## src/rtl/press_counter_pkg.sv

```systemverilog
// press_counter_pkg: shared FSM encoding and value width for the press counter and its decoder.
package press_counter_pkg;
  localparam int VALUE_W = 4;
  typedef enum logic [1:0] {
    RELEASED     = 2'd0,
    PRESS_WAIT   = 2'd1,
    PRESSED      = 2'd2,
    RELEASE_WAIT = 2'd3
  } state_t;
endpackage

```

## src/rtl/switch_press_counter_debounce_filter.sv

```systemverilog
// debounce_filter: 2-flop synchroniser plus a four-state debounce FSM for one push-button.
// o_state[1] is the debounced level; o_rise strobes on the cycle a press is accepted.
module debounce_filter
  import press_counter_pkg::*;
#(
  parameter int DEBOUNCE_LIMIT = 250000
) (
  input  logic   i_clk,
  input  logic   i_rst_n,
  input  logic   i_switch,
  output state_t o_state,
  output logic   o_rise
);
  localparam int CW = $clog2(DEBOUNCE_LIMIT);
  localparam logic [CW-1:0] LAST = CW'(DEBOUNCE_LIMIT - 1);
  logic s1_q, sw_sync_q;
  state_t state_q, state_d;
  logic [CW-1:0] cnt_q, cnt_d;
  logic at_limit;
  always_comb begin
    at_limit = cnt_q == LAST;
    state_d = state_q;
    cnt_d = '0;
    case (state_q)
      RELEASED:     if (sw_sync_q) state_d = PRESS_WAIT;
      PRESS_WAIT:   if (!sw_sync_q) state_d = RELEASED;
                    else if (at_limit) state_d = PRESSED;
                    else cnt_d = cnt_q + 1'b1;
      PRESSED:      if (!sw_sync_q) state_d = RELEASE_WAIT;
      RELEASE_WAIT: if (sw_sync_q) state_d = PRESSED;
                    else if (at_limit) state_d = RELEASED;
                    else cnt_d = cnt_q + 1'b1;
      default:      state_d = RELEASED;
    endcase
  end
  always_ff @(posedge i_clk or negedge i_rst_n) begin
    if (!i_rst_n) begin
      s1_q      <= 1'b0;
      sw_sync_q <= 1'b0;
      state_q   <= RELEASED;
      cnt_q     <= '0;
    end else begin
      s1_q      <= i_switch;
      sw_sync_q <= s1_q;
      state_q   <= state_d;
      cnt_q     <= cnt_d;
    end
  end
  assign o_state = state_q;
  assign o_rise  = state_q == PRESS_WAIT && sw_sync_q && at_limit;
endmodule

```

## src/rtl/switch_press_counter.sv

```systemverilog
// switch_press_counter: debounced push-button press counter feeding a 4-bit decoder value.
// Define PRESS_AUTO_REPEAT_EN to add auto-repeat counting while the button stays held.
module switch_press_counter
  import press_counter_pkg::*;
#(
  parameter int DEBOUNCE_LIMIT = 250000,
  parameter int MAX_COUNT      = 15,
  parameter int REPEAT_LIMIT   = 12500000
) (
  input  logic               i_clk,
  input  logic               i_rst_n,
  input  logic               i_switch,
  output logic [VALUE_W-1:0] o_value,
  output logic               o_press_pulse
);
  state_t state;
  logic rise, rep_fire, ev;
  logic [VALUE_W-1:0] value_q, value_d;
  logic pulse_q, pulse_d;
  debounce_filter #(.DEBOUNCE_LIMIT(DEBOUNCE_LIMIT)) u_filter (
    .i_clk    (i_clk),
    .i_rst_n  (i_rst_n),
    .i_switch (i_switch),
    .o_state  (state),
    .o_rise   (rise)
  );
`ifdef PRESS_AUTO_REPEAT_EN
  localparam int RW = $clog2(REPEAT_LIMIT);
  localparam logic [RW-1:0] REP_LAST = RW'(REPEAT_LIMIT - 1);
  logic [RW-1:0] rep_q, rep_d;
  always_comb begin
    rep_fire = state == PRESSED && rep_q == REP_LAST;
    rep_d = (state == PRESSED && !rep_fire) ? rep_q + 1'b1 : '0;
  end
  always_ff @(posedge i_clk or negedge i_rst_n) begin
    if (!i_rst_n) rep_q <= '0;
    else rep_q <= rep_d;
  end
`else
  localparam int unused_repeat_limit = REPEAT_LIMIT;
  logic unused_state;
  assign unused_state = ^state;
  assign rep_fire = 1'b0;
`endif
  assign ev = rise | rep_fire;
  always_comb begin
    value_d = ev ? ((value_q == VALUE_W'(MAX_COUNT)) ? '0 : value_q + 1'b1) : value_q;
    pulse_d = ev;
  end
  always_ff @(posedge i_clk or negedge i_rst_n) begin
    if (!i_rst_n) begin
      value_q <= '0;
      pulse_q <= 1'b0;
    end else begin
      value_q <= value_d;
      pulse_q <= pulse_d;
    end
  end
  assign o_value       = value_q;
  assign o_press_pulse = pulse_q;
endmodule

```

## config.mk

```make
export PLATFORM = sky130hd
export DESIGN_NAME = switch_press_counter
export DESIGN_NICKNAME = d
export VERILOG_FILES = /design/src/rtl/press_counter_pkg.sv /design/src/rtl/switch_press_counter_debounce_filter.sv /design/src/rtl/switch_press_counter.sv
export SDC_FILE = /design/constraint.sdc
export NUM_CORES = 1
export LEC_CHECK = 0
export BUFFER_PORTS_ARGS = -buffer_cell sky130_fd_sc_hd__buf_4
export CAP_MARGIN = 5
export CELL_PAD_IN_SITES_DETAIL_PLACEMENT = 0
export CELL_PAD_IN_SITES_GLOBAL_PLACEMENT = 2
export CORE_ASPECT_RATIO = 0.75
export CORE_MARGIN = 2
export CORE_UTILIZATION = 44
export CTS_BUF_LIST = sky130_fd_sc_hd__clkbuf_2 sky130_fd_sc_hd__clkbuf_4 sky130_fd_sc_hd__clkbuf_8
export DETAILED_ROUTE_END_ITERATION = 6
export GPL_TIMING_DRIVEN = 0
export PLACE_DENSITY = 0.85
export RECOVER_POWER = 100
export SLEW_MARGIN = 20
export SYNTH_ARGS = -nofsm -noshare
export SYNTH_HDL_FRONTEND = slang
export SYNTH_SLANG_ARGS = --single-unit
```

## constraint.sdc

```tcl
create_clock -name i_clk -period 4 [get_ports i_clk]
set_clock_uncertainty 0.15 [all_clocks]
set_input_delay 1 -clock i_clk [delete_from_list [all_inputs] [get_ports i_clk]]
set_output_delay 1 -clock i_clk [all_outputs]
set_load 0.02 [all_outputs]
```

==> results of run 1 <==
==> placed cells by master, fill, tap and decap left out, drive strengths merged, types with 2 or more instances in the layout <==
cell,instances
a21oi,4
and2,3
and3,2
and4,3
buf,3
clkbuf,13
dfrtp,27
ha,2
mux2,3
nand2,8
nand3,7
nand4,9
nor2,19
nor3,3
nor4,3
or4,2
xnor2,7
xor2,8
==> routing by layer <==
| layer | routed length, microns | part of all wire | vias up |
|---|---|---|---|
| met1 | 1340 | 0.52 | 452 |
| met5 | 0 | 0 | - |
| li1 | - | - | 471 |
| met4 | 17 | 0.0066 | 0 |
| met2 | 1080 | 0.42 | 19 |
| met3 | 137 | 0.053 | 2 |
==> registers in the layout, summed over array words and instances (netlist names), named ones only <==
register,cells
u_filter.cnt_q,18
u_filter.o_state,1
u_filter.s1_q,1
o_value,4
o_press_pulse,1
u_filter.sw_sync_q,1
==> worst max-delay path, cell delays in order, from the launching register on <==
cell	delay, ns
dfrtp_1	0.37
clkbuf_1	0.22
or4_4	0.52
nor4_1	0.86
a21o_2	0.26
buf_6	0.13
buf_6	0.15
nor2_1	0.06
==> cells by family (layout without fill, tap and decap cells) <==
kind of cell / count (synthesis) / after routing / synth area share
simple gates: 65 / 65 / 0.277
flops: 27 / 27 / 0.502
xor+xnor: 15 / 15 / 0.0977
compound gates: 9 / 9 / 0.0447
buf+inv: 6 / 17 / 0.0344
mux: 3 / 3 / 0.0251
fa+ha+maj: 2 / 2 / 0.0186
==> through the flow <==
| stage | hold slack (ns) | area (sq um) | power [uW] |
|---|---|---|---|
| 2_1_floorplan | 0.181 | 1350 | 290 |
| 3_3_place_gp | 0.192 | 1450 | 299 |
| 3_5_place_dp | 0.203 | 1450 | 300 |
| 4_1_cts | 0.225 | 1490 | 461 |
| 5_1_grt | 0.237 | 1450 | 477 |
| 6_report | 0.219 | 1450 | 455 |
==> path summary, 6_finish.rpt <==
path                                              from                           end  slack, ns  cells after the start
min in group asynchronous                      i_rst_n   u_filter.cnt_q[2]$_DFF_PN0_       0.89                      1
min                            u_filter.s1_q$_DFF_PN0_  u_filter.sw_sync_q$_DFF_PN0_       0.22                      0
max in group asynchronous                      i_rst_n  u_filter.cnt_q[14]$_DFF_PN0_       1.97                      1
min reg2reg                    u_filter.s1_q$_DFF_PN0_  u_filter.sw_sync_q$_DFF_PN0_       0.22                      0
max                        u_filter.cnt_q[9]$_DFF_PN0_  u_filter.cnt_q[13]$_DFF_PN0_       1.18                      7
max reg2reg                u_filter.cnt_q[9]$_DFF_PN0_  u_filter.cnt_q[13]$_DFF_PN0_       1.18                      7
==> power breakdown <==
part	total (uW)	switching (uW)	internal, uW
logic	15.6	10.7	4.96
registers	278	2.37	275
clock network	162	84.0	78.2
total	455	97.1	358
==> final cells by class <==
type / instances / area share
timing repair buffer: 7 / 0.0207
multi-input combinational: 94 / 0.420
buffer: 5 / 0.0242
clock buffer: 4 / 0.0337
tap: 38 / 0.0328
sequential: 27 / 0.466
inverter: 1 / 0.00259
==> impl_metrics.sql, run 1 <==
INSERT INTO impl_metrics (metric_group, metric, value, unit) VALUES
('outcome', 'status', 'finished, final reports clean', ''),
('logic_synthesis', 'synth_top_cell_by_area', 'dfrtp_1', ''),
('finish', 'final_net_count', '144', ''),
('drt', 'detailedRoute.firstIterationViolations', '84', ''),
('job', 'max_capacitance_violation_count', '0', ''),
('setup_path', 'crit_path_max_fanout', '10', ''),
('power_and_ir_drop', 'ir_drop', '228', 'uV'),
('finish', 'count_of_fill_cells_added_during_filler_insertion', '284', ''),
('finish', 'antenna_cells_inserted', '0', ''),
('drt', 'vias', '944', ''),
('worst_hold_path', 'worst_hold_path_type', 'flip-flop to flip-flop', ''),
('sta', 'grt_setup_unrepaired', 'false', ''),
('drt', 'wl_per_cell', '14.6', 'microns'),
('floorplanning', 'rows', '17', ''),
('drt', 'drt_wl_total', '2570', 'microns'),
('power_and_ir_drop', 'leakagePower', '0.000626', 'uW'),
('sta', 'setup_tns', '0', 'ns'),
('finish', 'utilization', '0.494', ''),
('global_route', 'antenna_found_initial', '0', ''),
('floorplanning', 'fp.dieH', '51.9', 'microns'),
('finish', 'ff_latch_area', '676', 'sq um'),
('drt', 'dr.pass1.iters', '4', ''),
('clock_tree', 'cts_repair_resize_count', '0', ''),
('setup_path', 'setup.worst_path.class', 'flip-flop to flip-flop', ''),
('drt', 'detail_route.vias_per_cell', '5.36', ''),
('global_route', 'grt_first_pass_wirelength', '4370', 'microns'),
('clock_tree', 'clock_tree.buffer_depth', '2', ''),
('logic_synthesis', 'post-synth-top-area-fraction', '0.502', ''),
('logic_synthesis', 'synth_enable_flop_cells', '0', ''),
('floorplanning', 'top_level_ports', '8', ''),
('logic_synthesis', 'netlist_instances', '127', ''),
('global_route', 'grt_remaining_overflow', '0', ''),
('finish', 'drive_gt1_frac', '0.109', ''),
('sta', 'worstMarginPinSlew', '1.43', 'ns'),
('setup_path', 'required', '4.02', 'ns'),
('sta', 'post-route-worst-setup-slack', '1.18', 'ns'),
('power_and_ir_drop', 'power_density', '314', 'nW/um^2'),
('drt', 'postRouteAntennaNets', '0', ''),
('global_route', 'grt_start_max_net_pins', '28', ''),
('setup_path', 'crit_path_start_kind', 'flip-flop', ''),
('logic_synthesis', 'yosys_synthesis_warning_count', '0', ''),
('global_route', 'global_route.usage.total', '0.173', ''),
('sta', 'clock.fmax', '354', 'MHz'),
('floorplanning', 'floorplan.core_area', '2940', 'sq um'),
('floorplanning', 'initial_utilization', '0.458', ''),
('placed_design', 'place_congestion', '0.795', ''),
('clock_tree', 'library_cell_used_as_clock_root_buffer', 'clkbuf_8', ''),
('logic_synthesis', 'yosys.cell_types.count', '34', ''),
('logic_synthesis', 'average_cell_area_after_synthesis', '10.6', 'sq um'),
('sta', 'final_max_slew_viol_count', '0', ''),
('clock_tree', 'worstSkewPairLatency', '0.27', 'ns'),
('clock_tree', 'clock_tree.htree_level_count', '1', ''),
('global_route', 'gr-max-usage-layer', 'met1', ''),
('global_route', 'use_met1', '0.255', ''),
('logic_synthesis', 'synth-seq-cells', '27', ''),
('logic_synthesis', 'synth.area.top_cells', 'dfrtp_1 (50%), nor2_1 (5.3%), xor2_1 (5.2%)', ''),
('sta', 'setup_violations', '0', ''),
('logic_synthesis', 'postSynth.asyncResetShare', '1.00', ''),
('logic_synthesis', 'area_of_the_mapped_netlist', '1350', 'sq um'),
('global_route', 'use_met2', '0.255', ''),
('sta', 'timing.final.crit_period', '2.82', 'ns'),
('placed_design', 'post-dp-hpwl', '1780', 'microns'),
('logic_synthesis', 'synth.yosys.seq_area_share', '0.502', ''),
('finish', 'areaGrowthSynthToFinish', '7.72', '%'),
('clock_tree', 'post-cts-setup-buffer-count', '0', ''),
('finish', 'layoutNonFillerInstCount', '176', ''),
('placed_design', 'numPlacedInstances', '172', ''),
('sta', 'relSlewSlack', '0.0467', ''),
('clock_tree', 'cts_tree', 'done', ''),
('clock_tree', 'path_clk_slew', '0.09', 'ns'),
('sta', 'final.period_utilization', '0.706', '');
Power figures use the tool's default switching activity.
==> run 2, diff against run 1 <==
--- a/config.mk
+++ b/config.mk
@@ -11,11 +11,11 @@
 export CELL_PAD_IN_SITES_GLOBAL_PLACEMENT = 2
 export CORE_ASPECT_RATIO = 0.75
 export CORE_MARGIN = 2
-export CORE_UTILIZATION = 44
+export CORE_UTILIZATION = 41
 export CTS_BUF_LIST = sky130_fd_sc_hd__clkbuf_2 sky130_fd_sc_hd__clkbuf_4 sky130_fd_sc_hd__clkbuf_8
 export DETAILED_ROUTE_END_ITERATION = 6
 export GPL_TIMING_DRIVEN = 0
-export PLACE_DENSITY = 0.85
+export PLACE_DENSITY = 0.8
 export RECOVER_POWER = 100
 export SLEW_MARGIN = 20
 export SYNTH_ARGS = -nofsm -noshare
==> constraint.sdc (replaced) <==
create_clock -name i_clk -period 2.6 [get_ports i_clk]
set_clock_uncertainty 0.15 [all_clocks]
set_input_delay 0.65 -clock i_clk [delete_from_list [all_inputs] [get_ports i_clk]]
set_output_delay 0.65 -clock i_clk [all_outputs]
set_load 0.02 [all_outputs]
==> run 2 against run 1 <==
Worst setup slack lost 0.87 ns. Die area grew 6.8%. Count of clock-buffer cells in the layout is the same. Combinational power grew 53%. First-iteration DRC count shrank 26%. Critical path type unchanged. Largest cell class unchanged. Highest routed layer unchanged.
==> impl_metrics.sql, run 2 (synthesized netlist as in run 1, its figures left out) <==
INSERT INTO impl_metrics (metric_group, metric, value, unit) VALUES
('sta', 'grt_setup_unrepaired', 'false', ''),
('sta', 'worstMarginPinSlew', '1.43', 'ns'),
('setup_path', 'crit_family', 'simple AND/OR/NAND/NOR gates', ''),
('power_and_ir_drop', 'swShare', '0.209', ''),
('setup_path', 'crit_arrival', '2.31', 'ns'),
('power_and_ir_drop', 'power_density', '475', 'nW/um^2'),
('drt', 'remaining_drc_errors', '0', ''),
('clock_tree', 'worstSkewPairLatency', '0.27', 'ns'),
('setup_path', 'setup.worst_path.class', 'flip-flop to flip-flop', ''),
('clock_tree', 'cts_inserted_buffers', '3', ''),
('sta', 'setup_violations', '0', ''),
('drt', 'postRouteAntennaNets', '0', ''),
('global_route', 'first_global_vias', '931', ''),
('global_route', 'antenna_found_initial', '0', ''),
('outcome', 'status', 'finished, final reports clean', ''),
('finish', 'top_register', 'u_filter.cnt_q', ''),
('drt', 'vias', '960', ''),
('worst_hold_path', 'worst_hold_path_type', 'flip-flop to flip-flop', ''),
('power_and_ir_drop', 'p_switching', '145', 'uW'),
('sta', 'relSlewSlack', '0.0485', ''),
('floorplanning', 'rows', '17', ''),
('drt', 'wl_per_cell', '15.1', 'microns'),
('sta', 'final.period_utilization', '0.882', ''),
('floorplanning', 'initial_utilization', '0.442', ''),
('power_and_ir_drop', 'clkPwrFrac', '0.353', ''),
('finish', 'layout_commonest_cell', 'dfrtp_1', ''),
('floorplanning', 'die_w', '70.1', 'microns'),
('finish', 'flip_flop_count_of_the_largest_register_after_layout', '18', ''),
('power_and_ir_drop', 'p_int', '551', 'uW'),
('sta', 'setup_tns', '0', 'ns'),
('setup_path', 'required', '2.61', 'ns'),
('power_and_ir_drop', 'leakagePower', '0.000632', 'uW'),
('sta', 'timing.final.crit_period', '2.29', 'ns'),
('setup_path', 'critical_path.n_buffers_inverters', '2', ''),
('clock_tree', 'library_cell_used_as_clock_root_buffer', 'clkbuf_8', ''),
('clock_tree', 'tritoncts_num_sinks', '27', ''),
('finish', 'final_net_count', '144', ''),
('drt', 'detail_route.vias_per_cell', '5.45', ''),
('floorplanning', 'floorplan.core_area', '3040', 'sq um'),
('setup_path', 'crit_path_start_kind', 'flip-flop', ''),
('power_and_ir_drop', 'comb_power_share', '0.034', ''),
('finish', 'drive_gt1_frac', '0.116', ''),
('clock_tree', 'cts_repair_resize_count', '0', ''),
('setup_path', 'endpoint_kind', 'flip-flop', ''),
('global_route', 'grt_first_pass_wirelength', '4570', 'microns'),
('setup_path', 'critical-path-top-cell-by-count', 'buf_6', ''),
('sta', 'final_max_slew_viol_count', '0', ''),
('floorplanning', 'fp.dieH', '53.6', 'microns'),
('floorplanning', 'die-area', '3760', 'sq um'),
('sta', 'clock.fmax', '436', 'MHz'),
('sta', 'finalHoldViolCount', '0', ''),
('global_route', 'global_route.usage.total', '0.163', ''),
('floorplanning', 'top_level_ports', '8', ''),
('global_route', 'grt_start_max_net_pins', '28', ''),
('clock_tree', 'holdBufCountCts', '0', ''),
('drt', 'dr.pass1.iters', '4', ''),
('finish', 'areaGrowthSynthToFinish', '9.12', '%'),
('placed_design', 'place_congestion', '0.760', ''),
('setup_path', 'cp_cell_sequence', 'or4_1 > nor4_4 > a21o_2 > buf_6 > buf_6 > nor2_1', ''),
('job', 'max_capacitance_violation_count', '0', ''),
('clock_tree', 'post-cts-setup-buffer-count', '0', ''),
('clock_tree', 'clock_tree.buffer_depth', '2', ''),
('power_and_ir_drop', 'ir_drop', '225', 'uV'),
('clock_tree', 'path_clk_slew', '0.09', 'ns'),
('finish', 'utilization', '0.483', ''),
('setup_path', 'crit_path_max_fanout', '10', ''),
('finish', 'count_of_fill_cells_added_during_filler_insertion', '291', ''),
('finish', 'layout_common_cells', 'dfrtp_1 (27), nor2_1 (19), nand2_1 (8), xor2_1 (8), nand4_1 (8)', ''),
('power_and_ir_drop', 'total_power', '696', 'uW'),
('placed_design', 'post-dp-hpwl', '1910', 'microns'),
('finish', 'antenna_cells_inserted', '0', ''),
('clock_tree', 'clock_tree.htree_level_count', '1', ''),
('global_route', 'grt_remaining_overflow', '0', ''),
('setup_path', 'cp_slowest_cell', 'or4_1', ''),
('placed_design', 'io_buffer_count', '7', ''),
('clock_tree', 'cts_tree', 'done', ''),
('setup_path', 'crit_path_max_incr_delay', '0.59', 'ns'),
('power_and_ir_drop', 'part_of_the_total_power_dissipated_in_sequential_elements', '0.613', ''),
('drt', 'drt_wl_total', '2660', 'microns'),
('drt', 'detailedRoute.firstIterationViolations', '62', '');
==> run 2: power groups by stage <==
stage	clock (uW)	sequential (uW)	combinational, uW
finish	246	427	23.8
global route	273	428	27.6
CTS	260	427	25.9
detailed placement	0	435	26.0
global placement	0	435	25.5
floorplan	0	434	12.1
==> run 2: worst paths after layout <==
path / cells past startpoint / from / endpoint / slack, ns
max: 6 / u_filter.cnt_q[11]$_DFF_PN0_ / u_filter.cnt_q[13]$_DFF_PN0_ / 0.31
min: 0 / u_filter.s1_q$_DFF_PN0_ / u_filter.sw_sync_q$_DFF_PN0_ / 0.22
max reg2reg: 6 / u_filter.cnt_q[11]$_DFF_PN0_ / u_filter.cnt_q[13]$_DFF_PN0_ / 0.31
min reg2reg: 0 / u_filter.s1_q$_DFF_PN0_ / u_filter.sw_sync_q$_DFF_PN0_ / 0.22
max in group asynchronous: 1 / i_rst_n / o_value[0]$_DFFE_PN0P_ / 0.92
min in group asynchronous: 1 / i_rst_n / u_filter.cnt_q[3]$_DFF_PN0_ / 0.54
==> run 2: stage by stage <==
step           worst slack, ns  cells  hold slack, ns  area [sq um]
6_report                 0.307    176           0.217          1470
4_1_cts                  0.333    176           0.131          1490
3_5_place_dp             0.342    172           0.187          1450
5_1_grt                  0.219    176           0.237          1470
2_1_floorplan            0.528    127           0.181          1350
3_3_place_gp             0.376    172           0.194          1450
==> run 2: layout make-up <==
class | instances | area (sq um) | share of cell area
flip-flops and latches | 27 | 676 | 0.460
multi-input cells | 94 | 619 | 0.422
clock buffers | 4 | 48.8 | 0.0332
well taps | 38 | 47.5 | 0.0324
plain buffers | 5 | 42.5 | 0.0290
repair buffers | 7 | 30.0 | 0.0205
inverters | 1 | 3.75 | 0.00256
==> run 2: metal layers <==
layer,wire length (microns),share of wire,vias up,track usage
li1,-,-,476,-
met1,1340,0.50,470,0.215
met2,1230,0.46,10,0.268
met3,73,0.027,4,0.0431
met4,19,0.0071,0,0.0481
met5,0,0,-,0
